===== config.mk =====
export PLATFORM = sky130hd
export DESIGN_NAME = ex_result_stage
export DESIGN_NICKNAME = d
export VERILOG_FILES = /design/src/rtl/ex_result_stage.sv
export SDC_FILE = /design/constraint.sdc
export NUM_CORES = 1
export LEC_CHECK = 0
export ABC_CLOCK_PERIOD_IN_PS = 3300
export CAP_MARGIN = 20
export CORE_MARGIN = 4
export CORE_UTILIZATION = 55
export CTS_CLUSTER_SIZE = 28
export DETAILED_ROUTE_END_ITERATION = 8
export PLACE_DENSITY = 0.9
export SETUP_SLACK_MARGIN = 0.1
export SLEW_MARGIN = 0
export SYNTH_ARGS = -nofsm -noshare
export SYNTH_HDL_FRONTEND = slang
export SYNTH_SLANG_ARGS = --single-unit

===== constraint.sdc =====
create_clock -name clk -period 3.3 [get_ports clk]
set_input_delay 0.66 -clock clk [delete_from_list [all_inputs] [get_ports clk]]
set_output_delay 0.66 -clock clk [all_outputs]
set_load 0.005 [all_outputs]

===== src/rtl/ex_result_stage.sv =====
// EX/MEM result register with an iterative restoring divider for RV32M DIV/DIVU/REM/REMU.
// Divides stall the upstream pipeline for a fixed 34-cycle latency, then deliver through the same register.
module ex_result_stage #(
  parameter int XLEN = 32
) (
  input  logic            clk,
  input  logic            rst,
  input  logic            valid_in,
  input  logic [XLEN-1:0] A,
  input  logic [XLEN-1:0] B,
  input  logic [XLEN-1:0] alu_out,
  input  logic            is_div,
  input  logic [1:0]      div_op,
  input  logic [4:0]      rd_in,
  input  logic            reg_write_in,
  input  logic            hold,
  input  logic            flush,
  output logic            stall_out,
  output logic            valid_out,
  output logic [XLEN-1:0] result_out,
  output logic [4:0]      rd_out,
  output logic            reg_write_out
);

  localparam int CW = $clog2(XLEN + 1);

  localparam logic [1:0] S_IDLE = 2'd0;
  localparam logic [1:0] S_BUSY = 2'd1;
  localparam logic [1:0] S_DONE = 2'd2;

  logic [1:0]      state_q, state_d;
  logic [CW-1:0]   count_q, count_d;
  logic [XLEN-1:0] rem_q, rem_d;
  logic [XLEN-1:0] quo_q, quo_d;
  logic [XLEN-1:0] dvsr_q, dvsr_d;
  logic            neg_quo_q, neg_quo_d;
  logic            neg_rem_q, neg_rem_d;
  logic            div_zero_q, div_zero_d;
  logic            is_rem_q, is_rem_d;
  logic [4:0]      div_rd_q, div_rd_d;
  logic            div_we_q, div_we_d;
  logic            valid_q, valid_d;
  logic [XLEN-1:0] result_q, result_d;
  logic [4:0]      rd_q, rd_d;
  logic            we_q, we_d;

  logic            op_signed, a_neg, b_neg;
  logic [XLEN-1:0] a_mag, b_mag;
  logic [XLEN:0]   shifted, diff;
  logic [XLEN-1:0] quo_fix, rem_fix, div_res;

  // Signed ops divide magnitudes; signs are reapplied once iteration is complete.
  assign op_signed = ~div_op[0];
  assign a_neg     = op_signed & A[XLEN-1];
  assign b_neg     = op_signed & B[XLEN-1];
  assign a_mag     = a_neg ? -A : A;
  assign b_mag     = b_neg ? -B : B;

  assign shifted = {rem_q, quo_q[XLEN-1]};
  assign diff    = shifted - {1'b0, dvsr_q};

  assign quo_fix = neg_quo_q ? -quo_q : quo_q;
  assign rem_fix = neg_rem_q ? -rem_q : rem_q;
  assign div_res = is_rem_q ? rem_fix : (div_zero_q ? '1 : quo_fix);

  always_comb begin
    state_d    = state_q;
    count_d    = count_q;
    rem_d      = rem_q;
    quo_d      = quo_q;
    dvsr_d     = dvsr_q;
    neg_quo_d  = neg_quo_q;
    neg_rem_d  = neg_rem_q;
    div_zero_d = div_zero_q;
    is_rem_d   = is_rem_q;
    div_rd_d   = div_rd_q;
    div_we_d   = div_we_q;
    valid_d    = valid_q;
    result_d   = result_q;
    rd_d       = rd_q;
    we_d       = we_q;

    if (flush) begin
      state_d = S_IDLE;
      valid_d = 1'b0;
      we_d    = 1'b0;
    end else begin
      case (state_q)
        S_IDLE: begin
          if (!hold) begin
            if (valid_in && is_div) begin
              state_d    = S_BUSY;
              count_d    = CW'(XLEN);
              rem_d      = '0;
              quo_d      = a_mag;
              dvsr_d     = b_mag;
              neg_quo_d  = a_neg ^ b_neg;
              neg_rem_d  = a_neg;
              div_zero_d = (B == '0);
              is_rem_d   = div_op[1];
              div_rd_d   = rd_in;
              div_we_d   = reg_write_in;
              valid_d    = 1'b0;
              we_d       = 1'b0;
            end else if (valid_in) begin
              valid_d  = 1'b1;
              result_d = alu_out;
              rd_d     = rd_in;
              we_d     = reg_write_in;
            end else begin
              valid_d = 1'b0;
              we_d    = 1'b0;
            end
          end
        end
        S_BUSY: begin
          // Restoring step: keep the trial subtraction only when it did not borrow.
          if (!diff[XLEN]) begin
            rem_d = diff[XLEN-1:0];
            quo_d = {quo_q[XLEN-2:0], 1'b1};
          end else begin
            rem_d = shifted[XLEN-1:0];
            quo_d = {quo_q[XLEN-2:0], 1'b0};
          end
          count_d = count_q - CW'(1);
          if (count_q == CW'(1)) begin
            state_d = S_DONE;
          end
        end
        S_DONE: begin
          if (!hold) begin
            result_d = div_res;
            rd_d     = div_rd_q;
            we_d     = div_we_q;
            valid_d  = 1'b1;
            state_d  = S_IDLE;
          end
        end
        default: begin
          state_d = S_IDLE;
        end
      endcase
    end
  end

  always_ff @(posedge clk) begin
    if (rst) begin
      state_q    <= S_IDLE;
      count_q    <= '0;
      rem_q      <= '0;
      quo_q      <= '0;
      dvsr_q     <= '0;
      neg_quo_q  <= 1'b0;
      neg_rem_q  <= 1'b0;
      div_zero_q <= 1'b0;
      is_rem_q   <= 1'b0;
      div_rd_q   <= '0;
      div_we_q   <= 1'b0;
      valid_q    <= 1'b0;
      result_q   <= '0;
      rd_q       <= '0;
      we_q       <= 1'b0;
    end else begin
      state_q    <= state_d;
      count_q    <= count_d;
      rem_q      <= rem_d;
      quo_q      <= quo_d;
      dvsr_q     <= dvsr_d;
      neg_quo_q  <= neg_quo_d;
      neg_rem_q  <= neg_rem_d;
      div_zero_q <= div_zero_d;
      is_rem_q   <= is_rem_d;
      div_rd_q   <= div_rd_d;
      div_we_q   <= div_we_d;
      valid_q    <= valid_d;
      result_q   <= result_d;
      rd_q       <= rd_d;
      we_q       <= we_d;
    end
  end

  assign stall_out     = (state_q != S_IDLE) | (valid_in & (hold | is_div));
  assign valid_out     = valid_q;
  assign result_out    = result_q;
  assign rd_out        = rd_q;
  assign reg_write_out = we_q & valid_q;

endmodule

Yosys cells after proc, flatten, opt, wreduce, memory -nomap -nowiden
Index checks and enable logic that the tools add are counted.
Word-level totals
  output and inout bits: 40
  flip-flop bits (word level): 153
  logic and storage cells: 94
Operators by class
  bitwise logic cells: 10
  reductions and logical operators: 12
  muxes and demuxes: 42
  add/subtract/negate cells: 6
  eq/ne operators: 9
Operators with widths (count)
  2-to-1 mux 32 bit: 15
  one-hot mux 32 bit (2 select lines): 3
  negator 32 bit: 4
  subtractor 33 x 32 -> 33 bit: 1
  zero test 32 bit: 1
  2-to-1 mux 5 bit: 4
  2-to-1 mux 6 bit: 2
  inequality test 2 bit, second input constant: 6
  one-hot mux 6 bit (2 select lines): 1
  AND reduction 4 bit: 3
  one-hot mux 5 bit (2 select lines): 1
  2-to-1 mux 1 bit: 9
  2-to-1 mux 2 bit: 4
  equality test 6 x 1 -> 1 bit, second input constant: 1
  one-hot mux 2 bit (3 select lines): 1
  AND reduction 6 bit: 1
  nonzero test 2 bit: 3
  subtractor 6 x 1 -> 6 bit, second input constant: 1
  bitwise AND 1 bit: 4
  one-hot mux 1 bit (2 select lines): 2
  inverter 1 bit: 3
  AND reduction 3 bit: 1
  equality test 2 x 1 -> 1 bit, second input constant: 1
  equality test 2 bit, second input constant: 1
  other kinds (5): 6

Longest topological paths before layout
  depth in word-level cells: 6
  gate-level depth with buffers: 13
  mapped depth without buffers: 12

Least setup slack after synthesis
No wires, ideal clock.
  kind: input port to flip-flop
  from: input B[8]
  to: register dvsr_q[26]
  data required time: 3.214 ns
  setup slack: 0.304 ns
  stages on the path: 8
  arrival time: 2.910 ns
  cell sequence: or4_1 > or3_1 > nor4_1 > nand2_1 > nor2_1 > a21oi_1 > xnor2_1 > a211oi_1
Between the ends
  longest elaborated chain between the ends: 2
Ends and longest elaborated chain
  start, declared: RTL line 10  | input logic [XLEN-1:0] B,
  negator 32 bit: RTL line 57  | assign b_mag = b_neg ? -B : B;
  2-to-1 mux 32 bit: RTL line 57
  end signal, assigned: RTL line 168  | dvsr_q <= dvsr_d;
  end, declared: RTL line 35  | logic [XLEN-1:0] dvsr_q, dvsr_d;
Every way passes these cells.
A chain may end at the register's enable or synchronous reset.

Worst setup path in the final report
  from: register dvsr_q[19]
  to: register rem_q[15]
Between the ends
  longest elaborated chain between the ends: 3
Ends and longest elaborated chain
  subtractor 33 x 32 -> 33 bit: RTL line 60  | assign diff = shifted - {1'b0, dvsr_q};
  2-to-1 mux 32 bit: RTL line 118  | if (!diff[XLEN]) begin
  one-hot mux 32 bit (2 select lines): RTL line 88  | case (state_q)
  end signal, assigned: RTL line 166  | rem_q <= rem_d;
  end, declared: RTL line 33  | logic [XLEN-1:0] rem_q, rem_d;
Every way passes these cells.

==> results.toml <==
[drt]
drc = 0
first_iter_violations = 1414
drt-total-wl_mm = 35.72
ant_nets = 0
vias = 11960
viasPerCell = 6.372
wl_per_cell_um = 19.03
drt-pass1-iter-count = 6

[timing]
period_needed_ns = 3.294
finClkSkew_ns = 0.007274
hold_viol_final = 0
setup_violations = 0
rsz0062_at_grt = "true"
worstMarginPinSlew_ns = 0.9042
drv_slew = 0
fmax_mhz = 303.6
min_period_over_period_pct = 99.81
slew_headroom_pct = 39.64

[finish]
seq_area_um2 = 3063
fin_nets = 1748
areaGrowthSynthToFinish_pct = 27.57
fillCellCount = 1458
drive_above_1_share_pct = 10.79
antenna-diode-count = 0
finalInstanceArea_um2 = 13800
multiInputGateArea_um2 = 7318

[logic_synthesis]
async_flop_share_pct = 0
synth_enable_flop_cells = 0
synthesis.instances = 1435
ys_ff_latch = 153
ys.flop_type = "dfxtp_1"
synth-seq-area-share_pct = 28.31
syn_area_per_cell_um2 = 7.539
netlist_area_um2 = 10820
synthesis.nets = 1584
synth_warnings = 0
synth_cell_types = 65

[critical_path]
cp_slowest_cell = "a2111oi_1"
cp_max_fo = 7
worstPathCellList = "inv_1, ha_1, a21oi_2, o21ai_1, a2111oi_1, or3_1, a21oi_2, o21a_1, buf_4, nor2_4, buf_12, clkbuf_16, mux2i_1, o21ai_0"
critPathKind = "reg -> reg"
reg2regPathDepth = 14
crit_arrival_ns = 3.54
path_common_cell = "a21oi_2"
critPathBufInv = 4
cp_slowest_stage_delay_ns = 0.41
endpoint_kind = "flip-flop"
crit_family = "compound AO/OA/AOI/OAI gates"
start_kind = "flip-flop"
cp.depth = 14
crit_required_ns = 3.55

[global_route]
grt.overflow.total = 0
antenna_found_initial = 0
grt_max_degree = 62
grt_pass1_vias = 10898
grt_usage_pct = 30.24
grt_pass1_wl_mm = 54.67

[min_path]
hold_depth = 2
hold_class = "reg -> reg"

[power_and_ir_drop]
ir_drop_mv = 0.3552
leakage_nw = 5.395
power_density_nw_per_um2 = 388.7
total_power_mw = 5.364

[die]
io_pins = 150
rows = 51
core_area_um2 = 19400
initial_core_util_pct = 55.77
dieWidth_um = 148.3
die_area_um2 = 21980
dieHeight_um = 148.3

[clock_tree]
clockBufferDepth = 2
clock-sinks = 153
clock_latency_ns = 0.44
clockRootBuffer = "clkbuf_16"
htreeDepth = 4
cts_buffers = 17
tritoncts = "yes"
clk_pin_slew_ns = 0.07

[run_status]
status = "completed"

[placement]
port_buffers = 149
place.gp.congestion = 0.9634
place_area_um2 = 12990
hpwlAfterDp_mm = 25.34

[run]
cap_violations = 0
## worst paths after layout
kind,startpoint,endpoint,slack (ns)
worst max register to register,dvsr_q[19],rem_q[15],0.006
worst min-delay path,div_rd_q[2],div_rd_q[2],0.46
worst max-delay path,dvsr_q[19],rem_q[15],0.006
worst min register to register,div_rd_q[2],div_rd_q[2],0.46
## final cells by class
class                   instances  area share, %
flip-flops and latches        153          22.19
clock buffers                  17          3.082
well taps                     265          2.402
inverters                      53          1.441
multi-input cells            1132          53.02
clock inverters                15          1.342
repair buffers                242          16.52
## Yosys cell counts (all sizes together), types with 20 or more instances
master  number  area (µm²)
a211oi      65       488.0
a21oi      138       690.7
clkbuf      82       307.8
dfxtp      153        3063
ha          38       475.5
inv         53       198.9
mux2i       22       220.2
nand2      130       488.0
nor2       166       630.6
nor3        45       230.2
o21ai       84       420.4
o31ai       21       171.4
or3         20       150.1
xnor2       68       595.6
xor2        80       700.7
## flip-flops by register name (all words and copies together), names as in the netlist
register,flops
count_q,6
rd_out,5
div_zero_q,1
div_we_q,1
dvsr_q,32
result_out,32
we_q,1
div_rd_q,5
state_q,2
valid_out,1
rem_q,32
neg_quo_q,1
is_rem_q,1
quo_q,32
neg_rem_q,1
## cells in the final DEF (no fill, tap or decap), drive strengths merged, types with 10 or more instances in the layout
cell type,n
a31oi,10
nor3,45
xor2,80
a21o,15
clkdlybuf4s50,148
nor2,166
a221oi,15
inv,61
o22ai,13
nor4,15
clkbuf,19
buf,92
nand3,16
o31ai,21
ha,38
a21oi,138
o41ai,14
a211oi,65
nand2,130
o21ai,84
or4,13
xnor2,68
or3,20
nand2b,15
dfxtp,153
a22o,16
mux2i,22
and3,18
## what timing repair did
action                                  in CTS  in global routing
hold buffers                                 0                  0
buffers inserted                             0                  1
endpoints found under the setup margin       1                 39
gates cloned                                 0                  2
gates resized for setup                      1                 23
pin swaps                                    0                  6
## worst register-to-register path: cells and delay by family (launching register included)
family / cells / cell delay (ns)
buffers and inverters: 4 / 0.51
adders and majority gates: 1 / 0.38
DFF: 1 / 0.34
and+or+nand+nor: 2 / 0.34
muxes: 1 / 0.22
AOI/OAI and AO/OA: 6 / 1.32
## power by group
| part | internal [mW] | switching, mW | leakage [nW] |
|---|---|---|---|
| Sequential | 1.90 | 0.0499 | 1.24 |
| Combinational | 0.652 | 0.698 | 3.86 |
| Clock | 1.21 | 0.858 | 0.296 |
## layer usage
layer  share of wire, %  wire [µm]  GRT usage (%)  up-vias
li1                   -          -              -     5507
met1                 39      13940          39.49     5500
met2                 46      16570          49.21      789
met3                9.9       3524          5.667      164
met4                4.7       1680          12.84        0
met5                  0          0              0        -
## logic make-up after synthesis
kind of cell             Yosys count  synth area share [%]
multiplexers                      22                 2.035
adder cells (fa/ha/maj)           39                 4.580
flip-flops                       153                 28.31
AND/OR/NAND/NOR                  471                 20.69
AO/OA/AOI/OAI                    452                 27.10
buffers and inverters            150                 5.308
XOR/XNOR                         148                 11.98
## stage by stage
| step | cells | hold WS (ns) | TNS, ns | util, % | setup slack (ns) |
|---|---|---|---|---|---|
| floorplan | 1435 | 0.4319 | 0 | - | 0.3042 |
| global placement | 1841 | 0.4404 | -0.5882 | 66.94 | -0.1738 |
| detailed placement | 1841 | 0.4500 | -2.017 | 66.94 | -0.3245 |
| CTS | 1873 | 0.4589 | 0 | 70.10 | 0.1120 |
| global route | 1877 | 0.4707 | -0.1623 | 71.15 | -0.1146 |
| finish | 1877 | 0.4570 | 0 | 71.15 | 0.006342 |
(Power assumes the default switching activity.)
